`src/rtl/tblink_call_initiator.sv`:
```
// Call initiator: allocates call slots to user commands, issues them through a
// single request register, and reports response, timeout or unknown-id completions.
module tblink_call_initiator #(
  parameter int NSLOTS  = 4,
  parameter int ID_W    = 4,
  parameter int TIMEOUT = 1024
) (
  input  logic            clock,
  input  logic            reset_n,

  input  logic            cmd_valid,
  output logic            cmd_ready,
  input  logic [7:0]      cmd_method,
  input  logic [31:0]     cmd_arg,

  output logic            req_valid,
  input  logic            req_ready,
  output logic [ID_W-1:0] req_id,
  output logic [7:0]      req_method,
  output logic [31:0]     req_arg,

  input  logic            rsp_valid,
  input  logic [ID_W-1:0] rsp_id,
  input  logic [31:0]     rsp_rv,

  output logic            cpl_valid,
  output logic [ID_W-1:0] cpl_id,
  output logic [31:0]     cpl_rv,
  output logic [1:0]      cpl_status,

  output logic [ID_W:0]   outstanding,
  output logic            busy
);

  localparam int               TMR_W   = $clog2(TIMEOUT);
  localparam logic [TMR_W-1:0] TMR_MAX = TMR_W'(TIMEOUT - 1);
  localparam logic [TMR_W-1:0] TMR_PRE = TMR_W'(TIMEOUT - 2);

  localparam logic [1:0] ST_OK      = 2'b00;
  localparam logic [1:0] ST_TIMEOUT = 2'b01;
  localparam logic [1:0] ST_UNKNOWN = 2'b10;

  typedef enum logic [1:0] {
    SLOT_FREE,
    SLOT_QUEUED,
    SLOT_ISSUED
  } slot_state_t;

  logic [NSLOTS-1:0] free_vec;
  logic [NSLOTS-1:0] issued_vec;
  logic [NSLOTS-1:0] expired_vec;
  logic [NSLOTS-1:0] rsp_hit_vec;
  logic [NSLOTS-1:0] alloc_vec;
  logic [NSLOTS-1:0] to_sel_vec;

  logic            req_valid_reg;
  logic [ID_W-1:0] req_id_reg;
  logic [7:0]      req_method_reg;
  logic [31:0]     req_arg_reg;

  logic            cpl_valid_reg;
  logic [ID_W-1:0] cpl_id_reg;
  logic [31:0]     cpl_rv_reg;
  logic [1:0]      cpl_status_reg;

  logic            req_hs;
  logic            cmd_fire;
  logic            rsp_hit;
  logic            to_any;
  logic [ID_W-1:0] alloc_idx;
  logic [ID_W-1:0] to_idx;
  logic [ID_W:0]   outstanding_cnt;

  assign req_hs    = req_valid_reg & req_ready;
  assign cmd_ready = reset_n & (|free_vec) & (~req_valid_reg | req_ready);
  assign cmd_fire  = cmd_valid & cmd_ready;
  assign rsp_hit   = |rsp_hit_vec;

  // Any response (even an unknown id) owns the completion port; timeouts wait.
  assign to_any     = ~rsp_valid & (|expired_vec);
  assign alloc_vec  = free_vec & (~free_vec + NSLOTS'(1));
  assign to_sel_vec = to_any ? (expired_vec & (~expired_vec + NSLOTS'(1))) : '0;

  always_comb begin
    alloc_idx = '0;
    to_idx    = '0;
    for (int i = NSLOTS - 1; i >= 0; i--) begin
      if (free_vec[i]) alloc_idx = ID_W'(i);
      if (expired_vec[i]) to_idx = ID_W'(i);
    end
  end

  always_comb begin
    outstanding_cnt = '0;
    for (int i = 0; i < NSLOTS; i++) begin
      if (!free_vec[i]) outstanding_cnt = outstanding_cnt + (ID_W+1)'(1);
    end
  end

  assign outstanding = outstanding_cnt;
  assign busy        = (outstanding_cnt != '0);

  generate
    for (genvar gi = 0; gi < NSLOTS; gi++) begin : g_slot
      slot_state_t      state_reg;
      logic [TMR_W-1:0] timer_reg;
      logic             hs_here;

      assign hs_here          = req_hs && (req_id_reg == ID_W'(gi));
      assign free_vec[gi]     = (state_reg == SLOT_FREE);
      assign issued_vec[gi]   = (state_reg == SLOT_ISSUED);
      // Fires on the edge where the timer reaches TIMEOUT-1, and stays up while saturated.
      assign expired_vec[gi]  = issued_vec[gi] && ((timer_reg == TMR_PRE) || (timer_reg == TMR_MAX));
      assign rsp_hit_vec[gi]  = rsp_valid && (rsp_id == ID_W'(gi)) && issued_vec[gi];

      always_ff @(posedge clock) begin
        if (!reset_n) begin
          state_reg <= SLOT_FREE;
          timer_reg <= '0;
        end else begin
          case (state_reg)
            SLOT_FREE: begin
              if (cmd_fire && alloc_vec[gi]) state_reg <= SLOT_QUEUED;
            end
            SLOT_QUEUED: begin
              if (hs_here) begin
                state_reg <= SLOT_ISSUED;
                timer_reg <= '0;
              end
            end
            SLOT_ISSUED: begin
              if (rsp_hit_vec[gi] || to_sel_vec[gi]) begin
                state_reg <= SLOT_FREE;
                timer_reg <= '0;
              end else if (timer_reg != TMR_MAX) begin
                timer_reg <= timer_reg + TMR_W'(1);
              end
            end
            default: begin
              state_reg <= SLOT_FREE;
              timer_reg <= '0;
            end
          endcase
        end
      end
    end
  endgenerate

  always_ff @(posedge clock) begin
    if (!reset_n) begin
      req_valid_reg  <= 1'b0;
      req_id_reg     <= '0;
      req_method_reg <= '0;
      req_arg_reg    <= '0;
      cpl_valid_reg  <= 1'b0;
      cpl_id_reg     <= '0;
      cpl_rv_reg     <= '0;
      cpl_status_reg <= '0;
    end else begin
      // A new command may reload the register in the same cycle it handshakes.
      if (cmd_fire) begin
        req_valid_reg  <= 1'b1;
        req_id_reg     <= alloc_idx;
        req_method_reg <= cmd_method;
        req_arg_reg    <= cmd_arg;
      end else if (req_hs) begin
        req_valid_reg  <= 1'b0;
      end

      cpl_valid_reg <= rsp_valid | to_any;
      if (rsp_valid) begin
        cpl_id_reg     <= rsp_id;
        cpl_rv_reg     <= rsp_rv;
        cpl_status_reg <= rsp_hit ? ST_OK : ST_UNKNOWN;
      end else if (to_any) begin
        cpl_id_reg     <= to_idx;
        cpl_rv_reg     <= '0;
        cpl_status_reg <= ST_TIMEOUT;
      end
    end
  end

  assign req_valid  = req_valid_reg;
  assign req_id     = req_id_reg;
  assign req_method = req_method_reg;
  assign req_arg    = req_arg_reg;
  assign cpl_valid  = cpl_valid_reg;
  assign cpl_id     = cpl_id_reg;
  assign cpl_rv     = cpl_rv_reg;
  assign cpl_status = cpl_status_reg;

endmodule

```
`config.mk`:
```
export PLATFORM = sky130hd
export DESIGN_NAME = tblink_call_initiator
export DESIGN_NICKNAME = d
export VERILOG_FILES = /design/src/rtl/tblink_call_initiator.sv
export SDC_FILE = /design/constraint.sdc
export NUM_CORES = 1
export LEC_CHECK = 0
export BUFFER_PORTS_ARGS = -buffer_cell sky130_fd_sc_hd__buf_2
export CORE_UTILIZATION = 45
export DETAILED_ROUTE_END_ITERATION = 16
export PLACE_DENSITY = 0.68
export SETUP_SLACK_MARGIN = 0.4
export SLEW_MARGIN = 20
export SYNTH_ARGS = -nofsm -noshare
export SYNTH_HDL_FRONTEND = slang
export SYNTH_SLANG_ARGS = --single-unit
```
`constraint.sdc`:
```
create_clock -name clock -period 3 [get_ports clock]
set_input_delay 0.15 -clock clock [delete_from_list [all_inputs] [get_ports clock]]
set_output_delay 0.15 -clock clock [all_outputs]
set_load 0.02 [all_outputs]
```
## Yosys cells after proc, flatten, opt, wreduce, memory -nomap -nowiden

Cells that the tools add are included.

- Add/subtract/negate cells: 9
- Equality and inequality tests: 42
- Mux-type cells: 54
- Bitwise gates (word level): 17
- Reductions and logical operators: 48

Operators with widths:

| kind | number |
|---|---|
| two-way mux 10 bit | 12 |
| one-hot mux 10 bit (3 select lines) | 4 |
| == test 10 bit (second input constant) | 8 |
| two-way mux 32 bit | 2 |
| adder 10 x 1 -> 10 bit (second input constant) | 4 |
| inequality test 10 bit (second input constant) | 4 |
| two-way mux 4 bit | 9 |
| two-way mux 2 bit | 17 |
| one-hot mux 2 bit (3 select lines) | 4 |
| AND reduction 3 bit | 8 |
| logical AND 1 bit | 20 |
| == test 4 x 2 -> 1 bit (second input constant) | 4 |
| inequality test 2 x 1 -> 1 bit (second input constant) | 8 |
| adder 5 x 1 -> 5 bit (second input constant) | 3 |
| two-way mux 5 bit | 3 |
| inequality test 3 x 1 -> 1 bit (second input constant) | 4 |
| OR reduction 4 bit | 3 |
| adder 4 x 1 -> 4 bit (second input constant) | 2 |
| bitwise AND 4 bit | 2 |
| == test 2 x 1 -> 1 bit (second input constant) | 4 |
| == test 2 bit (second input constant) | 4 |
| == test 4 x 1 -> 1 bit (second input constant) | 2 |
| zero test 2 bit | 4 |
| zero test 4 bit | 2 |
| other kinds (9) | 33 |

- Bits in registers: 132
- Bits of input ports: 81
- Output and inout port bits: 91
- Word-level logic and storage cells: 186

## Longest topological paths before layout

- Depth after elaboration: 10
- Depth in mapped cells: 9
- Gate-level depth less buffers: 9

## Worst setup path before layout

No wires, ideal clock.

- Kind: reg2out
- Start: reg g_slot[1].state_reg[0]
- End: out busy
- Arrival time: 2.189 ns
- Data required time: 2.850 ns
- Slack: 0.661 ns
- Cell stages (with the launch flop): 7
- Cell sequence: dfxtp_1 or2_2 ha_1 xor2_1 ha_1 mux2_2 or3_1

- Cells in the longest elaborated chain, start to end: 7

Ends and longest elaborated chain:

| what | RTL line | text |
|---|---|---|
| from (decl) | 105 | `slot_state_t state_reg;` |
| from (signal assigned) | 118 | `state_reg <= SLOT_FREE;` |
| from (signal assigned) | 123 | `if (cmd_fire && alloc_vec[gi]) state_reg <= SLOT_QUEUED;` |
| from (signal assigned) | 127 | `state_reg <= SLOT_ISSUED;` |
| zero test 2 bit * | 110 | `assign free_vec[gi] = (state_reg == SLOT_FREE);` |
| two-way mux 5 bit * | 96 | `if (!free_vec[i]) outstanding_cnt = outstanding_cnt + (ID_W+1)'(1);` |
| adder 5 x 1 -> 5 bit | 96 |  |
| two-way mux 5 bit * | 96 |  |
| adder 5 x 1 -> 5 bit | 96 |  |
| two-way mux 5 bit * | 96 |  |
| net outstanding[1] | 31 | `output logic [ID_W:0] outstanding,` |
| nonzero test 5 bit * | 101 | `assign busy = (outstanding_cnt != '0);` |
| to (decl) | 32 | `output logic busy` |

The timed path passes the listed nets; every way through them passes the cells marked *.

## Final worst setup path

- Start: reg g_slot[1].state_reg[0]
- End: out busy

- Cells in the longest elaborated chain, start to end: 7

Ends and longest elaborated chain:

| what | RTL line |
|---|---|
| zero test 2 bit * | 110 |
| two-way mux 5 bit * | 96 |
| adder 5 x 1 -> 5 bit | 96 |
| two-way mux 5 bit * | 96 |
| adder 5 x 1 -> 5 bit | 96 |
| two-way mux 5 bit * | 96 |
| nonzero test 5 bit * | 101 |

Mark *: on every way between the ends. The rest lies on a longest branch, timed or not.

==> impl_metrics.yaml <==
layout:
  final_cell_mix: "buf_2, dfxtp_1, nand2_1"
  largest_reg_flops: 40
  final_core_util: 0.654
  seq_area_mm2: 0.00261
  final_common_cell: "buf_2"
  layout.nets: 1026
  nFillCells: 1016
  diodes: 0
  multiInputGateArea_mm2: 0.00313
  area_growth_pct: 41.2
  drive_gt1_frac: 0.274
floorplanning:
  start_util: 0.463
  core_area_mm2: 0.0127
  die_area_mm2: 0.0135
  die_h_um: 116
  rows: 41
  die_w_um: 116
  ioPinCount: 172
pwr:
  comb_power_share: 0.106
  pwr-share-clk: 0.495
  p_total_mw: 4.55
  swShare: 0.248
  powerDensity_mw_per_mm2: 548
  seqPwrFrac: 0.399
  p_leak_nw: 3.45
  p_int_mw: 3.42
  power_switching_mw: 1.13
  ir_worst_vdd_uv: 391
sta:
  worst_pin_slew_ns: 0.997
  skew_ns: 0.00789
  setup_tns_ns: 0
  period_needed_ns: 2.64
  hold_violations: 0
  slew_headroom: 0.336
  drv_slew: 0
  rsz0062_at_grt: "yes"
  setup_viol: 0
  fmax_mhz: 379
  finalCritPeriodShare: 0.880
placement:
  dp.final_hpwl_um: 11100
  port_buffers: 167
  gp_congestion: 0.814
global_routing:
  overflow: 0
  grt_antenna_before_repair: 0
  track_usage: 0.263
  grt_pass1_vias: 6046
  grt_max_degree: 96
  grt_pass1_wl_um: 28200
drt:
  vias_per_cell: 5.53
  vias: 6178
  ant_nets: 0
  wl_met2_um: 8900
  dr.pass1.iters: 5
  wire_per_inst_um: 15.8
  drc: 0
  drt_iter0_drc: 303
  wl_met3_um: 923
  wl_um: 17600
  drt-met1-wl_um: 7450
  route.top_layer_used: "met4"
clock_tree:
  clockBufferDepth: 2
  clk_pin_slew_ns: 0.06
  h-tree-depth: 4
  clock-sinks: 130
  cts_tree: "built"
  cts_made_buffers: 17
  cts_root_buf: "clkbuf_16"
  clock_latency_ns: 0.42
synthesis:
  ys_ff_latch: 130
  synth_cell_types: 79
  synth.avg_cell_area_um2: 8.37
  synth-main-ff-cell: "dfxtp_1"
  syn_area_mm2: 0.00587
  yosysWarnings: 0
  yosysSeqAreaShare: 0.443
  async_reset_ff_frac: 0
  synth-edff-count: 0
  syn_inst: 701
worst_setup_path:
  worstSetupStartpointType: "flop"
  worstPathArrival_ns: 2.49
  critPathKind: "flop to output port"
  crit_fanout: 4
  r2r_slack_ns: 0.55
  cp_data_required_time_ns: 2.85
  cp-end-kind: "output port"
worst_hold_path:
  hold_class: "input port to flop"
flow_run:
  drv_cap: 0
run_status:
  status: "completed"
==> critical path, cell delays in order, from the launching register on <==
cell	delay [ns]
dfxtp_2	0.34
or2_4	0.25
ha_4	0.24
xor2_4	0.19
ha_1	0.27
mux2_2	0.28
or3_4	0.35
buf_6	0.14
==> logic make-up after synthesis <==
family / Yosys count / share of synthesized area
buffers and inverters: 57 / 0.0411
and+or+nand+nor: 300 / 0.243
DFF: 130 / 0.443
other: 1 / 0.000639
muxes: 3 / 0.00767
adders and majority gates: 12 / 0.0256
xor gates and xnor gates: 3 / 0.00448
AOI/OAI and AO/OA: 195 / 0.234
==> path summary, 6_finish.rpt <==
kind                                               end  cells after the start                   start
worst max-delay path                              busy                      7  g_slot[1].state_reg[0]
worst min-delay path                        cpl_rv[17]                      3              rsp_rv[17]
worst max register to register  g_slot[3].timer_reg[2]                      6  g_slot[3].timer_reg[0]
worst min register to register              req_arg[7]                      2              req_arg[7]
==> repair_timing <==
item | 4_1_cts | 5_1_grt
cloned | 0 | 0
pin swaps | 4 | 0
endpoints found under the hold margin | 69 | 0
setup endpoints to repair | 1 | 1
resized for setup | 14 | 1
buffers inserted | 4 | 0
hold buffers | 69 | 0
==> final cells by class <==
cell class                      count  area share
Inverter                           17     0.00770
Clock inverter                     14      0.0240
Multi-Input combinational cell    517       0.377
Tap cell                          172      0.0260
Timing Repair Buffer              250       0.198
Clock buffer                       18      0.0530
Sequential cell                   130       0.315
==> routing by layer <==
| metal | vias to the layer above | GRT usage |
|---|---|---|
| met2 | 202 | 0.462 |
| met1 | 2947 | 0.304 |
| li1 | 2996 | - |
| met5 | - | 0 |
| met4 | 0 | 0.116 |
| met3 | 33 | 0.0602 |
==> per-stage QoR <==
| stage | instances | hold WS (ns) | setup WS (ns) | instance area [µm²] |
|---|---|---|---|---|
| after global routing | 1118 | 0.0165 | 0.306 | 8290 |
| final | 1118 | 0.00857 | 0.360 | 8290 |
| after CTS | 1118 | 0.00703 | 0.393 | 8280 |
| after floorplan | 704 | 0.286 | 0.661 | 5880 |
| after detailed placement | 1013 | 0.398 | 0.524 | 6870 |
| after global placement | 1013 | 0.390 | 0.537 | 6870 |
==> synthesized netlist by cell type, drive strengths merged (9+ instances only) <==
cell type	count	area [µm²]
nor2	69	259
o21ai	15	78.8
a22oi	34	255
nand2	125	469
nor4	9	92.6
dfxtp	130	2600
nand3	23	115
clkbuf	35	143
a31oi	19	125
nand4	10	75.1
inv	16	60.1
a21oi	67	335
nor3	19	95.1
ha	12	150
==> power by group through the flow <==
stage / Combinational [mW] / Sequential, mW / Clock, mW
floorplan: 0.165 / 1.92 / 0
global placement: 0.377 / 1.85 / 0
detailed placement: 0.382 / 1.85 / 0
CTS: 0.467 / 1.81 / 2.27
global route: 0.518 / 1.82 / 2.34
finish: 0.482 / 1.82 / 2.25
Note: power is estimated with default switching activity, not from simulation.
